File: src/rtl/bcp_clause_tracker_if.sv
// Operation/event handshake bundle for the BCP clause tracker.
// The master side issues literal-assignment operations and drains events;
// the slave side is the tracker itself.
interface bcp_clause_tracker_if #(
  parameter int IDX_W = 4,
  parameter int CNT_W = 4
);
  logic             op_valid;
  logic             op_ready;
  logic [1:0]       op_code;
  logic [IDX_W-1:0] op_clause;
  logic [CNT_W-1:0] op_size;
  logic             evt_valid;
  logic             evt_ready;
  logic             evt_kind;
  logic [IDX_W-1:0] evt_clause;

  modport master (
    output op_valid, op_code, op_clause, op_size, evt_ready,
    input  op_ready, evt_valid, evt_kind, evt_clause
  );

  modport slave (
    input  op_valid, op_code, op_clause, op_size, evt_ready,
    output op_ready, evt_valid, evt_kind, evt_clause
  );
endinterface

File: src/rtl/bcp_clause_tracker.sv
// Per-clause status engine: keeps size / falsified-literal count / satisfied
// flag for each clause and raises unit or conflict events from a single
// registered event slot.
module bcp_clause_tracker #(
  parameter int NUM_CLAUSES = 16,
  parameter int IDX_W       = 4,
  parameter int MAX_SIZE    = 8,
  parameter int CNT_W       = 4
) (
  input  logic                  clock,
  input  logic                  rst_n,
  bcp_clause_tracker_if.slave   bus
);

  localparam logic [1:0] OP_INIT      = 2'b00;
  localparam logic [1:0] OP_FALSIFY   = 2'b01;
  localparam logic [1:0] OP_SATISFY   = 2'b10;
  localparam logic [1:0] OP_UNFALSIFY = 2'b11;

  localparam int              AW         = (NUM_CLAUSES > 1) ? $clog2(NUM_CLAUSES) : 1;
  localparam logic [CNT_W-1:0] MAX_SIZE_C = CNT_W'(MAX_SIZE);
  localparam logic [CNT_W-1:0] ONE_C      = CNT_W'(1);

  logic [CNT_W-1:0] size_reg [NUM_CLAUSES];
  logic [CNT_W-1:0] cnt_reg  [NUM_CLAUSES];
  logic             sat_reg  [NUM_CLAUSES];

  logic             evt_valid_reg;
  logic             evt_kind_reg;
  logic [IDX_W-1:0] evt_clause_reg;

  logic             in_range;
  logic [AW-1:0]    rd_idx;
  logic             accept;
  logic             wr_en;
  logic [CNT_W-1:0] cur_size, cur_cnt;
  logic             cur_sat;
  logic [CNT_W-1:0] nxt_size, nxt_cnt;
  logic             nxt_sat;
  logic             ev_fire, ev_kind;

  // Out-of-range clause indices only exist when the index space is larger
  // than the clause table; otherwise the check folds away.
  if (NUM_CLAUSES >= (1 << IDX_W)) begin : g_full_range
    assign in_range = 1'b1;
  end else begin : g_part_range
    assign in_range = (bus.op_clause < IDX_W'(NUM_CLAUSES));
  end

  assign rd_idx   = bus.op_clause[AW-1:0];
  assign cur_size = size_reg[rd_idx];
  assign cur_cnt  = cnt_reg[rd_idx];
  assign cur_sat  = sat_reg[rd_idx];

  // A free or simultaneously drained slot lets the next op in.
  assign bus.op_ready = !evt_valid_reg || bus.evt_ready;
  assign accept       = bus.op_valid && bus.op_ready;
  assign wr_en        = accept && in_range;

  assign bus.evt_valid  = evt_valid_reg;
  assign bus.evt_kind   = evt_kind_reg;
  assign bus.evt_clause = evt_clause_reg;

  // Read-modify-write of the addressed clause and event decision.
  always_comb begin
    nxt_size = cur_size;
    nxt_cnt  = cur_cnt;
    nxt_sat  = cur_sat;
    ev_fire  = 1'b0;
    ev_kind  = 1'b0;
    case (bus.op_code)
      OP_INIT: begin
        nxt_size = (bus.op_size > MAX_SIZE_C) ? MAX_SIZE_C : bus.op_size;
        nxt_cnt  = '0;
        nxt_sat  = 1'b0;
        if (nxt_size == '0) begin
          ev_fire = 1'b1;
          ev_kind = 1'b1;
        end else if (nxt_size == ONE_C) begin
          ev_fire = 1'b1;
        end
      end
      OP_FALSIFY: begin
        // Saturates at size; only a real change can raise an event.
        if (cur_cnt != cur_size) begin
          nxt_cnt = cur_cnt + ONE_C;
          if (!cur_sat) begin
            if (nxt_cnt == cur_size - ONE_C) begin
              ev_fire = 1'b1;
            end else if (nxt_cnt == cur_size) begin
              ev_fire = 1'b1;
              ev_kind = 1'b1;
            end
          end
        end
      end
      OP_SATISFY: begin
        nxt_sat = 1'b1;
      end
      OP_UNFALSIFY: begin
        if (cur_cnt != '0) begin
          nxt_cnt = cur_cnt - ONE_C;
        end
      end
      default: ;
    endcase
  end

  // Clause table update for accepted in-range operations.
  always_ff @(posedge clock or negedge rst_n) begin
    if (!rst_n) begin
      for (int i = 0; i < NUM_CLAUSES; i++) begin
        size_reg[i] <= '0;
        cnt_reg[i]  <= '0;
        sat_reg[i]  <= 1'b0;
      end
    end else if (wr_en) begin
      size_reg[rd_idx] <= nxt_size;
      cnt_reg[rd_idx]  <= nxt_cnt;
      sat_reg[rd_idx]  <= nxt_sat;
    end
  end

  // Single event slot: load on a firing op, clear on consume, else hold.
  always_ff @(posedge clock or negedge rst_n) begin
    if (!rst_n) begin
      evt_valid_reg  <= 1'b0;
      evt_kind_reg   <= 1'b0;
      evt_clause_reg <= '0;
    end else if (wr_en && ev_fire) begin
      evt_valid_reg  <= 1'b1;
      evt_kind_reg   <= ev_kind;
      evt_clause_reg <= bus.op_clause;
    end else if (bus.evt_ready) begin
      evt_valid_reg  <= 1'b0;
    end
  end

endmodule
File: src/flat_wrapper.sv
// flat-port wrapper written by rule: the top's interface ports become plain ports
module bcp_clause_tracker_flat 
#(
  parameter int NUM_CLAUSES = 16,
  parameter int IDX_W       = 4,
  parameter int MAX_SIZE    = 8,
  parameter int CNT_W       = 4
)
  (clock, rst_n, bus_op_valid, bus_op_code, bus_op_clause, bus_op_size, bus_evt_ready, bus_op_ready, bus_evt_valid, bus_evt_kind, bus_evt_clause);
  bcp_clause_tracker_if #(.IDX_W(IDX_W), .CNT_W(CNT_W)) bus_i ();
  input  logic clock;
  input  logic rst_n;
  input wire logic [$bits(bus_i.op_valid)-1:0] bus_op_valid;
  input wire logic [$bits(bus_i.op_code)-1:0] bus_op_code;
  input wire logic [$bits(bus_i.op_clause)-1:0] bus_op_clause;
  input wire logic [$bits(bus_i.op_size)-1:0] bus_op_size;
  input wire logic [$bits(bus_i.evt_ready)-1:0] bus_evt_ready;
  output wire logic [$bits(bus_i.op_ready)-1:0] bus_op_ready;
  output wire logic [$bits(bus_i.evt_valid)-1:0] bus_evt_valid;
  output wire logic [$bits(bus_i.evt_kind)-1:0] bus_evt_kind;
  output wire logic [$bits(bus_i.evt_clause)-1:0] bus_evt_clause;
  assign bus_i.op_valid = bus_op_valid;
  assign bus_i.op_code = bus_op_code;
  assign bus_i.op_clause = bus_op_clause;
  assign bus_i.op_size = bus_op_size;
  assign bus_i.evt_ready = bus_evt_ready;
  assign bus_op_ready = bus_i.op_ready;
  assign bus_evt_valid = bus_i.evt_valid;
  assign bus_evt_kind = bus_i.evt_kind;
  assign bus_evt_clause = bus_i.evt_clause;
  bcp_clause_tracker #(.NUM_CLAUSES(NUM_CLAUSES), .IDX_W(IDX_W), .MAX_SIZE(MAX_SIZE), .CNT_W(CNT_W)) u_core (.clock(clock), .rst_n(rst_n), .bus(bus_i));
endmodule
File: config.mk
export PLATFORM = sky130hd
export DESIGN_NAME = bcp_clause_tracker_flat
export DESIGN_NICKNAME = d
export VERILOG_FILES = /design/src/rtl/bcp_clause_tracker_if.sv /design/src/rtl/bcp_clause_tracker.sv /design/src/flat_wrapper.sv
export SDC_FILE = /design/constraint.sdc
export NUM_CORES = 1
export LEC_CHECK = 0
export ABC_CLOCK_PERIOD_IN_PS = 8940
export CORE_ASPECT_RATIO = 0.5
export CORE_MARGIN = 2
export CORE_UTILIZATION = 40
export DETAILED_ROUTE_END_ITERATION = 8
export HOLD_SLACK_MARGIN = 0.15
export MAX_ROUTING_LAYER = met4
export SETUP_SLACK_MARGIN = 0.5
export SYNTH_ARGS = -nofsm -noshare
export SYNTH_HDL_FRONTEND = slang
export SYNTH_SLANG_ARGS = --single-unit
File: constraint.sdc
create_clock -name clock -period 8.94 [get_ports clock]
set_clock_uncertainty 0.1 [all_clocks]
set_input_delay 1.788 -clock clock [delete_from_list [all_inputs] [get_ports clock]]
set_output_delay 1.788 -clock clock [all_outputs]
set_load 0.01 [all_outputs]
# Yosys cells after proc, flatten, opt, wreduce, memory -nomap -nowiden

Cells that the tools add are included.

$add $sub $neg: 3
Magnitude comparators: 3
Equal/unequal tests: 7
Multiplexer cells: 36
Bitwise gates (word level): 1
Reductions and logical operators: 9

Operators with widths:

| cell                                                       | count |
|---|---|
| bitwise mux 64 bit                                         | 2 |
| 2-to-1 mux 4 bit                                           | 9 |
| binary-select mux 4 bit (select 4 bit)                     | 2 |
| bitwise mux 16 bit                                         | 1 |
| demux 4 bit (select 4 bit)                                 | 1 |
| 2-to-1 mux 1 bit                                           | 15 |
| case mux 4 bit (3 select lines)                            | 1 |
| == test 4 bit                                              | 2 |
| subtractor 4 x 1 -> 4 bit, second input constant           | 2 |
| case mux 1 bit (2 select lines)                            | 3 |
| greater-or-equal comparator 5 bit, second input constant   | 1 |
| less-than comparator 5 x 1 -> 1 bit, second input constant | 1 |
| inverter 4 -> 5 bit                                        | 1 |
| adder 4 x 1 -> 4 bit, second input constant                | 1 |
| binary-select mux 1 bit (select 4 bit)                     | 1 |
| demux 1 bit (select 4 bit)                                 | 1 |
| == test 2 bit, second input constant                       | 2 |
| == test 4 x 1 -> 1 bit, second input constant              | 1 |
| greater-than comparator 4 bit, second input constant       | 1 |
| logical NOT 4 bit                                          | 1 |
| != test 4 bit                                              | 1 |
| nonzero test 4 bit                                         | 1 |
| logical AND 1 bit                                          | 3 |
| == test 2 x 1 -> 1 bit, second input constant              | 1 |
| 4 further kinds                                            | 4 |

Register bits: 150

# Depth between registers and ports, before layout

Word-level depth: 13
Mapped depth: 16
Mapped depth without buffers: 11

# Worst setup path after synthesis

OpenSTA, ideal clock, no wires.

Path type: in2reg
Start point: input bus_op_clause[0]
End point: register u_core.evt_clause_reg[0] (netlist: u_core.bus.evt_clause[0])
Arrival: 4521 ps
Required time: 8715 ps
Setup slack: 4194 ps
Stages on the path: 11
Path buffers: 2
Cells stage by stage: buf_6 buf_6 mux4_2 a22oi_1 nand2_1 ha_1 xor3_1 nor4_2 a21oi_4 a21oi_4 mux2_4

Longest elaborated chain between the ends: 12

RTL lines:

| item                                                 | RTL line                                                                     | source |
|---|---|---|
| start, declared                                      | flat_wrapper.sv:15                                                           | `input wire logic [$bits(bus_i.op_clause)-1:0] bus_op_clause;` |
| inverter 4 -> 5 bit (not written as such)            | bcp_clause_tracker.sv:51, bcp_clause_tracker.sv:52, bcp_clause_tracker.sv:53 |  |
| binary-select mux 4 bit (select 4 bit)               | bcp_clause_tracker.sv:52                                                     | `assign cur_cnt = cnt_reg[rd_idx];` |
| 2-to-1 mux 4 bit (not written as such) (2 in series) | bcp_clause_tracker.sv:52                                                     |  |
| adder 4 x 1 -> 4 bit                                 | bcp_clause_tracker.sv:86                                                     | `nxt_cnt = cur_cnt + ONE_C;` |
| == test 4 bit                                        | bcp_clause_tracker.sv:90                                                     | `end else if (nxt_cnt == cur_size) begin` |
| 2-to-1 mux 1 bit                                     | bcp_clause_tracker.sv:90                                                     |  |
| 2-to-1 mux 1 bit                                     | bcp_clause_tracker.sv:88                                                     | `if (nxt_cnt == cur_size - ONE_C) begin` |
| 2-to-1 mux 1 bit                                     | bcp_clause_tracker.sv:87                                                     | `if (!cur_sat) begin` |
| 2-to-1 mux 1 bit                                     | bcp_clause_tracker.sv:85                                                     | `if (cur_cnt != cur_size) begin` |
| case mux 1 bit (2 select lines)                      | bcp_clause_tracker.sv:71                                                     | `case (bus.op_code)` |
| logical AND 1 bit                                    | bcp_clause_tracker.sv:130                                                    | `end else if (wr_en && ev_fire) begin` |
| end signal, assigned                                 | bcp_clause_tracker.sv:133                                                    | `evt_clause_reg <= bus.op_clause;` |
| end, declared                                        | bcp_clause_tracker.sv:30                                                     | `logic [IDX_W-1:0] evt_clause_reg;` |

Parallel ways exist; a longest one is shown, timed or not. The select of a mux whose other input is x is not followed.
A chain may end at the register's enable or synchronous reset.

# Worst setup path in the final report

Start point: input bus_op_clause[2]
End point: register u_core.cnt_reg[60] in the netlist's numbering

Longest elaborated chain between the ends: 8

RTL lines:

| item                                                             | RTL line                                                                      | source |
|---|---|---|
| inverter 4 -> 5 bit (not written as such) (*)                    | bcp_clause_tracker.sv:51, bcp_clause_tracker.sv:52, bcp_clause_tracker.sv:119 |  |
| binary-select mux 4 bit (select 4 bit), on equally long branches | bcp_clause_tracker.sv:52, bcp_clause_tracker.sv:51                            |  |
| 2-to-1 mux 4 bit, on equally long branches (2 in series)         | bcp_clause_tracker.sv:52, bcp_clause_tracker.sv:51                            |  |
| subtractor 4 x 1 -> 4 bit (tied with other cells)                | bcp_clause_tracker.sv:102                                                     | `nxt_cnt = cur_cnt - ONE_C;` |
| 2-to-1 mux 4 bit, on equally long branches                       | bcp_clause_tracker.sv:101, bcp_clause_tracker.sv:85                           |  |
| case mux 4 bit (3 select lines)                                  | bcp_clause_tracker.sv:71                                                      |  |
| bitwise mux 64 bit (*)                                           | bcp_clause_tracker.sv:119                                                     | `cnt_reg[rd_idx] <= nxt_cnt;` |
| end signal, assigned by index                                    | bcp_clause_tracker.sv:119                                                     |  |
| end, declared                                                    | bcp_clause_tracker.sv:25                                                      | `logic [CNT_W-1:0] cnt_reg [NUM_CLAUSES];` |

Every way passes the cells marked *; elsewhere a longest branch is shown, timed or not. The select of a mux whose other input is x is not followed.

==> run summary <==
dpl cells = 872
Final Hold Vio Count = 0
worst-path fanout max = 20
register-to-register setup slack = 5270 ps
Tmin final = 5810 ps
VDD IR max = 0.000148 V
Worst-path clk slew = 70 ps
Setup TNS = 0 ps
Vias/cell = 5.50
drt total wl = 17300 um
Leakage = 3.41 nW
drt drc = 0
max-cap violations = 0
H-Tree Depth = 4
Synthesized Nets = 662
cts hold-fix bufs = 0
area leader, netlist = dfrtp_1
Post-Layout Cell Count = 904
Worst Hold Class = reg2reg
Critical Path Sink Type = flip-flop
buffers inserted by post-CTS timing repair = 0
Num CTS Buffers = 17
post-synth top area share = 0.527
maximum clock frequency = 172 MHz
Slew HR = 0.0721
core area = 17400 um2
Worst R2R End = u_core.cnt_reg[60]
Longest Clk Path Bufs = 2
synthesized area = 7130 um2
Setup CP Type = in2reg
Resized cells post-CTS = 0
DR WL/cell = 19.1 um
Unique masters post-synth = 46
CP startpoint kind = input port
fin crit share = 0.650
Detail Placement HPWL = 11100 um
vias = 4976
port bufs = 20
Starting Density = 0.410
Mapped Cells = 645
Max Transition Viols Final = 0
antenna violations before repair = 0
Synth area leaders = dfrtp_1 53%, mux4_2 7.3%, a21oi_1 7.2%
num ports = 21
proportion of layout cells with a drive suffix above 1 = 0.160
clock sink total = 150
GP Congestion = 0.882
syn avg cell area = 11.0 um2
Die Ht = 98.4 um
Fillers = 1582
die width = 193 um
Synth Register Bits = 150
fin nets = 674
outcome = complete, no violations
pwr/cell area = 294 nW/um2
crit path from = bus_op_clause[2]
CP arrival = 5960 ps
Tot GR Track Use = 0.207
reg-to-reg critical path startpoint = u_core.cnt_reg[11]
final setup fails = 0
ANT nets after route = 0
CTS tree = done
total gr overflow = 0
CP endpoint = u_core.cnt_reg[60]
RSZ-0062 raised after global routing = false
sequential fraction of the synthesis area = 0.527
initial DRC count = 458
root buffer cell = clkbuf_16
antenna cells = 0
Skew-Pair Late Insertion Delay = 420 ps
cells on worst reg2reg path = 8
WP data required = 9090 ps
vias in the first global route = 4904
placement row count = 34
Die ar. = 19000 um2
synth warn = 0
Area Growth Syn to Fin = 13.4%
largest net degree at the start of global routing = 81
worst-margin pin slew = 1390 ps
First-pass DRT Iterations = 5
global-route wire length before repair = 28200 um
## cell families (layout without fill, tap and decap cells)
group / after synthesis / count (layout) / synth area share
mux: 50 / 50 / 0.146
compound gates: 171 / 171 / 0.138
xor+xnor: 13 / 13 / 0.0202
simple gates: 210 / 210 / 0.125
flops: 150 / 150 / 0.527
fa+ha+maj: 3 / 3 / 0.00527
buf+inv: 48 / 73 / 0.0393
## power by group
group / switching, mW / internal (mW) / total [mW]
combinational: 0.354 / 0.304 / 0.658
clock: 0.317 / 0.397 / 0.713
sequential: 0.111 / 0.892 / 1.00
## per-stage QoR
stage | util | hold slack, ps | total power, mW | cell area (um2) | worst slack (ps)
final | 0.465 | 378 | 2.37 | 8080 | 3130
after global routing | 0.465 | 401 | 2.53 | 8080 | 2750
after CTS | 0.465 | 382 | 2.38 | 8080 | 3200
after detailed placement | 0.431 | 367 | 1.67 | 7490 | 2820
after global placement | 0.431 | 354 | 1.64 | 7490 | 2850
after floorplan | - | 342 | 1.47 | 7130 | 4190
## final cells by class
| type | instances | area [um2] | area share |
|---|---|---|---|
| clock inverters | 15 | 165 | 0.0204 |
| repair buffers | 36 | 312 | 0.0385 |
| inverters | 5 | 18.8 | 0.00232 |
| well taps | 234 | 293 | 0.0362 |
| flip-flops and latches | 150 | 3750 | 0.464 |
| clock buffers | 17 | 425 | 0.0526 |
| multi-input cells | 447 | 3120 | 0.385 |
## metal layers
metal | GRT usage | vias to the layer above | share of wire
met3 | 0.0421 | 16 | 0.052
met1 | 0.299 | 2538 | 0.50
met2 | 0.296 | 117 | 0.44
li1 | - | 2305 | -
met5 | - | - | 0
met4 | 0.0546 | 0 | 0.011
## cell usage after synthesis, drive strengths merged
library cell / count
dfrtp: 150
nor2: 121
a21oi: 114
nand2: 57
o21ai: 39
mux4: 37
clkbuf: 25
buf: 18
a22oi: 15
mux2i: 9
xnor2: 9
nor3: 7
inv: 5
mux2: 4
nand2b: 4
nand3: 4
ha: 3
nor2b: 3
nor3b: 3
xor2: 3
and2: 2
and3: 2
nand4: 2
nor4: 2
a21boi: 1
a21o: 1
and4bb: 1
nand4b: 1
o21ba: 1
or2: 1
xor3: 1
## layout by cell type (no fill, tap or decap), types with 3 or more instances in the layout
cell             netlist  final
dfrtp_1              150    150
nor2_1               121    119
a21oi_1              102    102
nand2_1               57     57
o21ai_0               39     39
mux4_2                23     23
clkbuf_16              0     17
clkdlybuf4s50_1        0     17
buf_4                  4     16
mux4_1                14     14
a22oi_1               13     13
a21oi_2               10     10
mux2i_1                8      7
xnor2_1                7      7
inv_1                  5      5
nand2b_1               4      4
nor3_1                 7      4
mux2_4                 4      4
inv_8                  0      4
clkinv_4               0      4
nor2b_1                3      3
nor3_2                 0      3
nand3_1                3      3
nor3b_1                3      3
xor2_1                 3      3
ha_1                   3      3
inv_6                  0      3
## critical path: stages
cell	delay [ps]
clkdlybuf4s50_1	1130
mux4_1	640
mux2i_1	200
mux2i_2	190
xnor2_1	250
nand4_2	220
xnor2_1	190
a22oi_1	1080
o21ai_0	230
## worst min-delay path by stage
stage                              startpoint                   to  slack [ps]  cells after the start
after global routing      u_core.size_reg[28]  u_core.size_reg[28]         400                      2
after floorplan            u_core.cnt_reg[15]   u_core.cnt_reg[15]         340                      2
after CTS                  u_core.cnt_reg[44]   u_core.cnt_reg[44]         380                      2
after global placement     u_core.cnt_reg[28]   u_core.cnt_reg[28]         350                      2
final                      u_core.cnt_reg[61]   u_core.cnt_reg[61]         380                      2
after detailed placement   u_core.cnt_reg[44]   u_core.cnt_reg[44]         370                      2
(Power assumes the default switching activity.)
